<file path="config.mk">
export PLATFORM = sky130hd
export DESIGN_NAME = fetch_stage
export DESIGN_NICKNAME = d
export VERILOG_FILES = /design/src/rtl/wisc_pkg.sv /design/src/rtl/ifid_reg.sv /design/src/rtl/fetch_stage.sv
export SDC_FILE = /design/constraint.sdc
export NUM_CORES = 1
export LEC_CHECK = 0
export CAP_MARGIN = 20
export CORE_ASPECT_RATIO = 1.5
export CORE_UTILIZATION = 44
export DETAILED_ROUTE_END_ITERATION = 8
export PLACE_DENSITY = 0.8
export SLEW_MARGIN = 20
export SYNTH_ARGS = -nofsm -noshare
export SYNTH_HDL_FRONTEND = slang
export SYNTH_SLANG_ARGS = --single-unit
export TNS_END_PERCENT = 10
</file>
<file path="constraint.sdc">
create_clock -name clk -period 2.6 [get_ports clk]
set_input_delay 0.26 -clock clk [delete_from_list [all_inputs] [get_ports clk]]
set_output_delay 0.26 -clock clk [all_outputs]
set_load 0.01 [all_outputs]
</file>
<file path="src/rtl/wisc_pkg.sv">
// Shared WISC ISA constants and the fetch-stage state type.
package wisc_pkg;

  typedef enum logic {
    ST_RUN    = 1'b0,
    ST_HALTED = 1'b1
  } fetch_state_t;

  localparam logic [3:0]  OP_HLT           = 4'hF;
  localparam int          ILEN_BYTES       = 2;
  localparam logic [15:0] DEFAULT_RESET_PC = 16'h0000;

endpackage

</file>
<file path="src/rtl/ifid_reg.sv">
// IF/ID pipeline register with load, hold, bubble (clear valid+instr) and kill (clear valid only).
module ifid_reg #(
  parameter int DWIDTH = 16,
  parameter int AWIDTH = 16
) (
  input  logic              clk,
  input  logic              rst,
  input  logic              load,
  input  logic              bubble,
  input  logic              kill,
  input  logic [DWIDTH-1:0] instr_in,
  input  logic [AWIDTH-1:0] pc_in,
  input  logic [AWIDTH-1:0] pc_plus2_in,
  output logic              valid,
  output logic [DWIDTH-1:0] instr,
  output logic [AWIDTH-1:0] pc,
  output logic [AWIDTH-1:0] pc_plus2
);

  // bubble > load > kill > hold; pc fields are left alone on bubble/kill
  always_ff @(posedge clk) begin
    if (rst) begin
      valid    <= 1'b0;
      instr    <= '0;
      pc       <= '0;
      pc_plus2 <= '0;
    end else if (bubble) begin
      valid <= 1'b0;
      instr <= '0;
    end else if (load) begin
      valid    <= 1'b1;
      instr    <= instr_in;
      pc       <= pc_in;
      pc_plus2 <= pc_plus2_in;
    end else if (kill) begin
      valid <= 1'b0;
    end
  end

endmodule

</file>
<file path="src/rtl/fetch_stage.sv">
// WISC instruction-fetch stage: owns the PC, drives the single-cycle imem and fills IF/ID.
// Handshake: no valid/ready; stall holds everything, redirect_valid is a one-cycle command that beats stall.
module fetch_stage
  import wisc_pkg::*;
#(
  parameter int              DWIDTH     = 16,
  parameter int              AWIDTH     = 16,
  parameter logic [AWIDTH-1:0] RESET_PC = AWIDTH'(DEFAULT_RESET_PC),
  parameter logic [3:0]      HLT_OPCODE = OP_HLT
) (
  input  logic              clk,
  input  logic              rst,
  output logic [AWIDTH-1:0] imem_addr,
  output logic              imem_enable,
  output logic              imem_wr,
  output logic [DWIDTH-1:0] imem_wdata,
  input  logic [DWIDTH-1:0] imem_rdata,
  input  logic              stall,
  input  logic              redirect_valid,
  input  logic [AWIDTH-1:0] redirect_pc,
  output logic              ifid_valid,
  output logic [DWIDTH-1:0] ifid_instr,
  output logic [AWIDTH-1:0] ifid_pc,
  output logic [AWIDTH-1:0] ifid_pc_plus2,
  output logic              halted,
  output logic [15:0]       fetch_count,
  output fetch_state_t      state_dbg
);

  fetch_state_t      state_q, state_d;
  logic [AWIDTH-1:0] pc_q, pc_d, pc_plus2;
  logic [15:0]       fetch_count_q, fetch_count_d;
  logic              ld_ifid, bubble_ifid, kill_ifid, is_hlt;
  logic              unused_redirect_lsb;

  assign unused_redirect_lsb = redirect_pc[0];
  assign pc_plus2 = pc_q + AWIDTH'(ILEN_BYTES);
  assign is_hlt   = (imem_rdata[DWIDTH-1 -: 4] == HLT_OPCODE);

  always_ff @(posedge clk) begin
    if (rst) begin
      state_q       <= ST_RUN;
      pc_q          <= RESET_PC;
      fetch_count_q <= '0;
    end else begin
      state_q       <= state_d;
      pc_q          <= pc_d;
      fetch_count_q <= fetch_count_d;
    end
  end

  always_comb begin
    state_d       = state_q;
    pc_d          = pc_q;
    fetch_count_d = fetch_count_q;
    ld_ifid       = 1'b0;
    bubble_ifid   = 1'b0;
    kill_ifid     = 1'b0;
    if (redirect_valid) begin
      pc_d        = {redirect_pc[AWIDTH-1:1], 1'b0};
      state_d     = ST_RUN;
      bubble_ifid = 1'b1;
    end else if (!stall) begin
      case (state_q)
        ST_RUN: begin
          ld_ifid = 1'b1;
          if (fetch_count_q != 16'hFFFF) fetch_count_d = fetch_count_q + 16'd1;
          // HLT parks the PC on itself so a later redirect is the only way out
          if (is_hlt) state_d = ST_HALTED;
          else        pc_d    = pc_plus2;
        end
        ST_HALTED: kill_ifid = 1'b1;
        default:   state_d   = ST_RUN;
      endcase
    end
  end

  ifid_reg #(
    .DWIDTH(DWIDTH),
    .AWIDTH(AWIDTH)
  ) u_ifid (
    .clk         (clk),
    .rst         (rst),
    .load        (ld_ifid),
    .bubble      (bubble_ifid),
    .kill        (kill_ifid),
    .instr_in    (imem_rdata),
    .pc_in       (pc_q),
    .pc_plus2_in (pc_plus2),
    .valid       (ifid_valid),
    .instr       (ifid_instr),
    .pc          (ifid_pc),
    .pc_plus2    (ifid_pc_plus2)
  );

  assign imem_addr   = pc_q;
  assign imem_enable = (state_q == ST_RUN) && !rst;
  assign imem_wr     = 1'b0;
  assign imem_wdata  = '0;
  assign halted      = (state_q == ST_HALTED);
  assign fetch_count = fetch_count_q;
  assign state_dbg   = state_q;

endmodule

</file>
## Word level (Yosys, flattened, before mapping)

Cells that the tools add are included.

- Output and inout bits: 101
- Bits in registers: 82

- $add $sub $neg: 2
- Reduce and logical (&&, ||, !) cells: 9
- Muxes and demuxes: 15
- Bitwise logic cells: 5
- Equality and inequality tests: 5

Operators with widths:

| operator | count |
|---|---|
| two-way mux 16 bit | 4 |
| adder 16 x 1 -> 16 bit, second input constant | 1 |
| adder 16 x 2 -> 16 bit, second input constant | 1 |
| inequality test 16 bit, second input constant | 1 |
| two-way mux 1 bit | 11 |
| AND reduction 3 bit | 2 |
| inverter 1 bit | 5 |
| == test 4 bit, second input constant | 1 |
| inequality test 2 bit, second input constant | 2 |
| AND reduction 4 bit | 1 |
| OR reduction 2 bit | 2 |
| inequality test 2 x 1 -> 1 bit, second input constant | 1 |
| AND reduction 2 bit | 1 |
| nonzero test 2 bit | 1 |
| logical AND 1 bit | 1 |
| logical NOT 1 bit | 1 |

## Logic depth before layout (Yosys ltp)

Gate-level depths: netlist (run 1).

- Depth in word-level cells: 5
- Gate-level depth with buffers: 7
- Depth with buffers taken out: 5

## Modules after synthesis

A second synthesis (run 1) with hierarchy kept.

- Cells, all modules: 461
- Area total of the unflattened synthesis: 4,221.5 um^2

Modules (own cells, without submodules):

| module | area each (um^2) | cells an instance | times used |
|---|---|---|---|
| fetch_stage | 2,119.5 | 259 | 1 |
| ifid_reg | 2,102.0 | 202 | 1 |

## Worst setup path before layout (run 1)

OpenSTA, ideal clock, no wires.

- Kind: flip-flop to flip-flop
- Start: reg pc_q[1], in the netlist imem_addr[1]
- End: reg pc_q[15], in the netlist imem_addr[15]
- Required time: 2.509 ns
- Library setup time: 0.091 ns
- Buffers on the path: 1
- Clock period less this slack: 2.018 ns
- Path slack: 0.582 ns
- Stages on the path, launching flop included: 7
- Data arrival time: 1.927 ns
- Cells stage by stage: dfxtp_1 -> ha_1 -> nand3_1 -> or2_2 -> buf_6 -> or4_1 -> a311oi_1

- Longest elaborated chain between the ends: 5

RTL lines:

| what | line | source |
|---|---|---|
| start: declaration | fetch_stage.sv:31 | `logic [AWIDTH-1:0] pc_q, pc_d, pc_plus2;` |
| start signal: assignment | fetch_stage.sv:47 | `pc_q <= pc_d;` |
| adder 16 x 2 -> 16 bit | fetch_stage.sv:37 | `assign pc_plus2 = pc_q + AWIDTH'(ILEN_BYTES);` |
| two-way mux 16 bit | fetch_stage.sv:69 | `if (is_hlt) state_d = ST_HALTED;` |
| two-way mux 16 bit | fetch_stage.sv:64 | `case (state_q)` |
| two-way mux 16 bit | fetch_stage.sv:63 | `end else if (!stall) begin` |
| two-way mux 16 bit | fetch_stage.sv:59 | `if (redirect_valid) begin` |

No other way between the ends. The select of a mux whose other input is x is not followed.
A chain may end at the register's enable or synchronous reset.

## Worst setup path in the final report (run 1)

Ends and elaborated chain as after synthesis.

==> results.yml, run 1 <==
cts:
  cts_hold_buf: 0
  numCtsBuffers: 9
  cts-htree-levels: 3
  clock-root-buffer: "clkbuf_16"
  clock-sinks: 79
  clk_pin_slew_ps: 60
  clk_latency_ps: 330
  cts_setup_buffers: 0
  cts_tree: "built"
  cts_buffer_depth: 2
  ctsResizeCount: 0
place:
  port_buffers: 115
  placed_area_um2: 4810
  dp.cells: 646
  dp_hpwl_um: 7130
  place.gp.congestion: 0.822
  pre_cts_ws_ps: 158
critical_path:
  critPathKind: "reg2reg"
  startpoint_type: "register"
  cp_data_arrival_time_ps: 2410
  crit_fanout: 10
  critical_path_required_ps: 2840
  end_kind: "register"
yosys:
  synth_top_family_by_area: "simple AND/OR/NAND/NOR gates"
  yosysTopAreaCellShare: 0.433
  netlist_area_um2: 3650
  synth_xor_area_frac: 0.0407
  synth_ff_type: "dfxtp_1"
  async_flop_share: 0
  synth_seq_cells: 79
  yosysSeqAreaShare: 0.433
  synth_edf_count: 0
  synth-compound-area-share: 0.172
  yosysUniqueCellTypes: 54
  synth_mux_area_frac: 0.0120
  synth_common_cells: "79 x dfxtp_1, 75 x nand2_1, 43 x nor2_1, 41 x a21oi_1"
  synth_most_common_cell: "dfxtp_1"
  syn_area_per_cell_um2: 8.19
  yosys.area_share.simple: 0.247
  ys_warn_count: 0
  yosys-top-cells-area: "dfxtp_1 43%, nand2_1 7.7%, a21oi_1 5.6%"
  syn_inst: 446
  synth_area_leader_cell: "dfxtp_1"
  synth_fa_ha_area_frac: 0.00685
finish:
  fin_cells: 661
  fin_nets: 590
  syn2layout_area_growth_pct: 39.8
  n_fill_cell: 698
  layout-drive-gt1-share: 0.0701
  design_area_um2: 5110
  diodes: 0
drt:
  drc: 0
  wl_per_cell_um: 15.0
  dr.pass1.iters: 5
  first_iter_violations: 268
  final_antenna_net_count: 0
  via_per_inst: 5.40
  wirelength_um: 9930
  num_vias: 3569
sta:
  slew_headroom: 0.593
  clock-skew-final_ps: 4.98
  fin_tns_setup_ps: 0
  fin_ws_ps: 424
  rsz0062_at_grt: "false"
  hold_viol: 0
  min_period_over_period: 0.837
  max_freq_ghz: 0.460
  period_needed_ps: 2180
  setup_viol: 0
  tightest_slew_ps: 609
  finalMaxSlewViolations: 0
power_and_ir_drop:
  power_density_nw_per_um2: 572
  p_total_uw: 2920
  ir_drop_v: 0.000329
  p_leak_uw: 0.00174
global_route:
  grt_use_total: 0.232
  grt_first_pass_wirelength_um: 15900
  gr-total-overflow: 0
  grt_max_degree: 57
  antenna_found_initial: 0
  grt_pass1_vias: 3230
floorplanning:
  die_area_um2: 8680
  dieHeight_um: 114
  core_um2: 8010
  io_pins: 137
  die_x_um: 76.4
  initial_core_util: 0.456
  rows: 40
outcome:
  status: "completed"
run:
  cap_viol_max_count: 0
worst_hold_path:
  hold_path_class: "in2reg"
## critical path, cell delays in order, from the launching register on
cell      delay, ps
dfxtp_1         490
ha_1            300
nand3_1         160
or2_2           410
or4_1           480
a311oi_1        250
## cells in the final DEF (no fill, tap or decap), types with 4 or more instances in the layout
master,synthesis,layout
clkdlybuf4s50_1,0,114
dfxtp_1,79,79
nand2_1,75,75
nor2_1,43,42
a21oi_1,41,41
conb_1,1,20
a211oi_1,17,17
xnor2_1,13,13
nand3_1,12,12
buf_4,21,12
nor3_1,11,11
a311oi_1,9,9
clkbuf_16,0,9
nand4_1,8,8
inv_1,6,6
o31ai_1,6,6
or3_1,5,5
nor4_1,5,5
or4_1,5,5
xor2_1,4,4
a31oi_1,4,4
o21ai_0,4,4
nor2b_1,4,4
## cell type report
cell class              instances  area, µm²  share of cell area
multi-input cells             327       1830               0.358
flip-flops and latches         79       1580               0.310
repair buffers                127       1240               0.242
clock buffers                  12        256              0.0502
well taps                     105        131              0.0257
clock inverters                 3       42.5             0.00833
inverters                       8       30.0             0.00588
## logic make-up (layout without fill, tap and decap cells)
group	count (synthesis)	in the layout
compound gates	96	96
xor+xnor	17	17
fa+ha+maj	2	2
buf+inv	59	150
flops	79	79
mux	4	4
other cells	1	20
simple gates	188	188
## registers in the layout, summed over array words and instances, names as in the netlist
register and count:
u_ifid.pc 15, halted 1, u_ifid.instr 16, u_ifid.valid 1, fetch_count 16, u_ifid.pc_plus2 15, imem_addr 15
## stage by stage
| step | utilization | hold WS [ps] |
|---|---|---|
| floorplan | - | 396 |
| global placement | 0.601 | 441 |
| detailed placement | 0.601 | 449 |
| CTS | 0.638 | 215 |
| global route | 0.638 | 228 |
| finish | 0.638 | 211 |
## final timing paths
path                   start         endpoint  slack [ps]  depth (start not counted)
min reg2reg  u_ifid.instr[6]  u_ifid.instr[6]         460                          2
min                      rst     u_ifid.pc[8]         210                          2
max reg2reg     imem_addr[1]    imem_addr[15]         420                          5
max             imem_addr[1]    imem_addr[15]         420                          5
## where the power goes
| part | internal (µW) | switching [µW] |
|---|---|---|
| logic | 185 | 181 |
| clock network | 789 | 463 |
| registers | 1260 | 47.7 |
| total | 2230 | 692 |
## per-layer routing
layer | routed length [µm] | vias to the layer above | track usage
met4 | 364 | 0 | 0.147
met5 | 0 | - | 0
met3 | 519 | 29 | 0.0472
li1 | - | 1746 | -
met1 | 3870 | 1665 | 0.258
met2 | 5180 | 129 | 0.401
Note: power is estimated with default switching activity, not from simulation.
==> run 2, diff against run 1 <==
==> constraint.sdc (replaced) <==
create_clock -name clk -period 2.3 [get_ports clk]
set_input_delay 0.23 -clock clk [delete_from_list [all_inputs] [get_ports clk]]
set_output_delay 0.23 -clock clk [all_outputs]
set_load 0.01 [all_outputs]
==> results.yml, run 2 (same netlist as run 1, synthesis figures left out) <==
drt:
  wirelength_um: 9930
  dr.pass1.iters: 4
  wl_per_cell_um: 14.8
  via_per_inst: 5.33
  num_vias: 3563
  final_antenna_net_count: 0
  first_iter_violations: 260
  drc: 0
cts:
  clock-sinks: 79
  numCtsBuffers: 9
  clk_latency_ps: 330
  cts_hold_buf: 0
  clock-root-buffer: "clkbuf_16"
  clk_pin_slew_ps: 60
  cts_setup_buffers: 0
  cts-htree-levels: 3
  ctsResizeCount: 0
  cts_tree: "built"
  cts_buffer_depth: 2
critical_path:
  worstReg2RegEnd: "imem_addr[15]"
  reg2regPathDepth: 5
  crit_start: "imem_addr[2]"
  critical_path_required_ps: 2540
  cp_data_arrival_time_ps: 2320
  end_kind: "register"
  critPathKind: "reg2reg"
  crit_fanout: 10
  startpoint_type: "register"
  r2r-start: "imem_addr[2]"
  r2r_slack_ps: 230
sta:
  rsz0062_at_grt: "false"
  min_period_over_period: 0.901
  slew_headroom: 0.672
  tightest_slew_ps: 488
  hold_ws_ps: 404
  fin_tns_setup_ps: 0
  max_freq_ghz: 0.482
  setup_viol: 0
  finalMaxSlewViolations: 0
  hold_viol: 0
  period_needed_ps: 2070
  clock-skew-final_ps: 3.98
place:
  port_buffers: 115
  place.gp.congestion: 0.862
  dp_hpwl_um: 7130
global_route:
  grt_use_met1: 0.249
  grtUsageMet3: 0.0448
  grt_first_pass_wirelength_um: 15700
  use_met2: 0.414
  busiest_layer: "met2"
  gr-total-overflow: 0
  grt_pass1_vias: 3284
  grt_max_degree: 59
  grt_use_total: 0.230
  antenna_found_initial: 0
finish:
  multiInputGateArea_um2: 1830
  n_fill_cell: 714
  final_core_util: 0.644
  layout-drive-gt1-share: 0.0816
  layout_commonest_cell: "clkdlybuf4s50_1"
  regArea_um2: 1580
  diodes: 0
  final_cell_mix: "114 x clkdlybuf4s50_1, 79 x dfxtp_1, 75 x nand2_1, 42 x nor2_1, 41 x a21oi_1"
  fin_nets: 599
  syn2layout_area_growth_pct: 41.1
floorplanning:
  initial_core_util: 0.456
  io_pins: 137
  die_area_um2: 8680
  dieHeight_um: 114
  die_x_um: 76.4
  core_um2: 8010
  rows: 40
worst_hold_path:
  hold_depth: 3
  holdPathEnd: "fetch_count[1]"
  hold_path_class: "in2reg"
  hp-start: "rst"
power_and_ir_drop:
  power_density_nw_per_um2: 617
  ir_drop_v: 0.000398
  p_leak_uw: 0.00178
run:
  cap_viol_max_count: 0
outcome:
  status: "completed"
-- run 2: changes by cell type in the layout (fill, tap and decap cells not counted), sizes merged --
cell      before  now
bufinv         1    0
clkbuf        12   13
clkinvlp       1    0
buf           13   22
-- run 2: worst max path at each step --
stage,to,slack (ps),depth (start not counted)
2_1_floorplan,imem_addr[15],280,6
3_3_place_gp,fetch_count[15],120,6
3_5_place_dp,fetch_count[15],3,6
4_1_cts,imem_addr[15],230,5
5_1_grt,imem_addr[15],120,5
6_report,imem_addr[15],230,5
-- run 2: per-layer routing --
layer  routed length, µm  vias to the layer above
met5                   0                        -
met4                 374                        0
met3                 532                       28
met2                5220                      122
met1                3810                     1649
li1                    -                     1764
-- run 2: power by group --
part / total, µW / internal, µW / leakage (µW) / switching [µW]
logic: 428 / 218 / 0.00100 / 210
clock network: 1280 / 775 / 0.000132 / 504
registers: 1470 / 1420 / 0.000645 / 50.7
-- run 2: cell type report --
type	count	area share
Timing Repair Buffer	136	0.255
Inverter	8	0.00582
Multi-Input combinational cell	327	0.355
Clock buffer	13	0.0505
Tap cell	105	0.0255
Clock inverter	1	0.000971
Sequential cell	79	0.307
-- run 2: critical path, stage by stage (launching register included) --
cell and delay (ps):
dfxtp_1 420, ha_1 260, nand3_1 160, or2_2 400
or4_1 490, a311oi_1 250
-- run 2: metrics by stage --
stage	setup WS, ps	instances	total power (µW)	cell area, µm²
detailed placement	3.13	655	1930	4890
global placement	116	655	1920	4890
floorplan	282	465	1720	3730
CTS	226	669	3210	5160
global route	119	669	3310	5160
finish	227	669	3180	5160
==> run 3, diff against run 2 <==
--- a/config.mk
+++ b/config.mk
@@ -9,9 +9,9 @@
 export CORE_ASPECT_RATIO = 1.5
 export CORE_UTILIZATION = 44
 export DETAILED_ROUTE_END_ITERATION = 8
-export PLACE_DENSITY = 0.8
-export SLEW_MARGIN = 20
+export PLACE_DENSITY = 0.85
+export SLEW_MARGIN = 5
 export SYNTH_ARGS = -nofsm -noshare
 export SYNTH_HDL_FRONTEND = slang
 export SYNTH_SLANG_ARGS = --single-unit
-export TNS_END_PERCENT = 10
+export TNS_END_PERCENT = 100
==> results.yml, run 3 (same netlist as run 1, synthesis figures left out) <==
cts:
  clk_pin_slew_ps: 60
  clk_latency_ps: 340
  cts_buffer_depth: 2
  clock-sinks: 79
  numCtsBuffers: 9
  cts_setup_buffers: 0
  cts_tree: "built"
  cts_hold_buf: 0
  cts-htree-levels: 3
  ctsResizeCount: 0
  clock-root-buffer: "clkbuf_16"
sta:
  clock-skew-final_ps: 7.30
  tightest_slew_ps: 645
  hold_viol: 0
  fin_tns_setup_ps: 0
  period_needed_ps: 2020
  min_period_over_period: 0.879
  finalMaxSlewViolations: 0
  rsz0062_at_grt: "false"
  fin_ws_ps: 277
  setup_viol: 0
  slew_headroom: 0.566
  max_freq_ghz: 0.494
drt:
  via_per_inst: 5.43
  first_iter_violations: 197
  wirelength_um: 10200
  num_vias: 3663
  drc: 0
  wl_per_cell_um: 15.1
  dr.pass1.iters: 4
  final_antenna_net_count: 0
finish:
  multiInputGateArea_um2: 1830
  n_fill_cell: 686
  layout_commonest_cell: "clkdlybuf4s50_1"
  final_core_util: 0.652
  design_area_um2: 5220
  syn2layout_area_growth_pct: 42.9
  diodes: 0
  final_cell_mix: "114 x clkdlybuf4s50_1, 79 x dfxtp_1, 75 x nand2_1, 42 x nor2_1, 41 x a21oi_1"
  fin_nets: 602
  regArea_um2: 1580
  layout-drive-gt1-share: 0.0931
global_route:
  grt_first_pass_wirelength_um: 16200
  gr-total-overflow: 0
  grt_max_degree: 43
  grt_use_total: 0.240
  antenna_found_initial: 0
  grt_pass1_vias: 3386
place:
  placed_area_um2: 4910
  pre_cts_ws_ps: 95.3
  port_buffers: 115
  dp_hpwl_um: 7580
  place.gp.congestion: 0.879
floorplanning:
  die_x_um: 76.4
  io_pins: 137
  initial_core_util: 0.456
  dieHeight_um: 114
  die_area_um2: 8680
  core_um2: 8010
  rows: 40
power_and_ir_drop:
  power_density_nw_per_um2: 644
  p_leak_uw: 0.00181
  ir_drop_v: 0.000461
  p_total_uw: 3360
critical_path:
  cp_data_arrival_time_ps: 2290
  startpoint_type: "register"
  crit_fanout: 5
  end_kind: "register"
  critical_path_required_ps: 2560
  critPathKind: "reg2reg"
  r2r_slack_ps: 280
run:
  cap_viol_max_count: 0
worst_hold_path:
  hold_path_class: "in2reg"
outcome:
  status: "completed"
[run 3: path summary, 6_finish.rpt]
kind	startpoint	endpoint	cells past startpoint
max	fetch_count[0]	fetch_count[10]	5
min	rst	fetch_count[9]	2
max reg2reg	fetch_count[0]	fetch_count[10]	5
min reg2reg	u_ifid.instr[2]	u_ifid.instr[2]	2
[run 3: cell type report]
cell class                 count  area share
clock inverter                 5      0.0108
timing repair buffer         139       0.256
multi-input combinational    327       0.351
clock buffer                  11      0.0484
tap                          105      0.0252
sequential                    79       0.303
inverter                       8     0.00575
[run 3: worst max-delay path, stage by stage, from the launching register on]
cell	delay [ps]
dfxtp_1	380
ha_1	220
or4b_1	480
nor2_1	240
or4b_1	460
a21oi_1	160
[run 3: metal layers]
layer / wire length, µm / global-route usage / share of wire / vias to the layer above
met4: 351 / 0.126 / 0.034 / 0
met1: 3750 / 0.246 / 0.37 / 1726
met2: 5470 / 0.445 / 0.54 / 141
met3: 613 / 0.0600 / 0.060 / 28
li1: - / - / - / 1768
met5: 0 / 0 / 0 / -
[run 3: through the flow]
stage                     hold WS [ps]  cells
final                              263    674
after global routing               271    674
after CTS                          250    674
after detailed placement           448    658
after global placement             441    658
after floorplan                    366    465
[run 3: where the power goes]
part	internal [µW]	total, µW	switching (µW)
Combinational	225	445	220
Sequential	1420	1470	44.0
Clock	897	1450	557
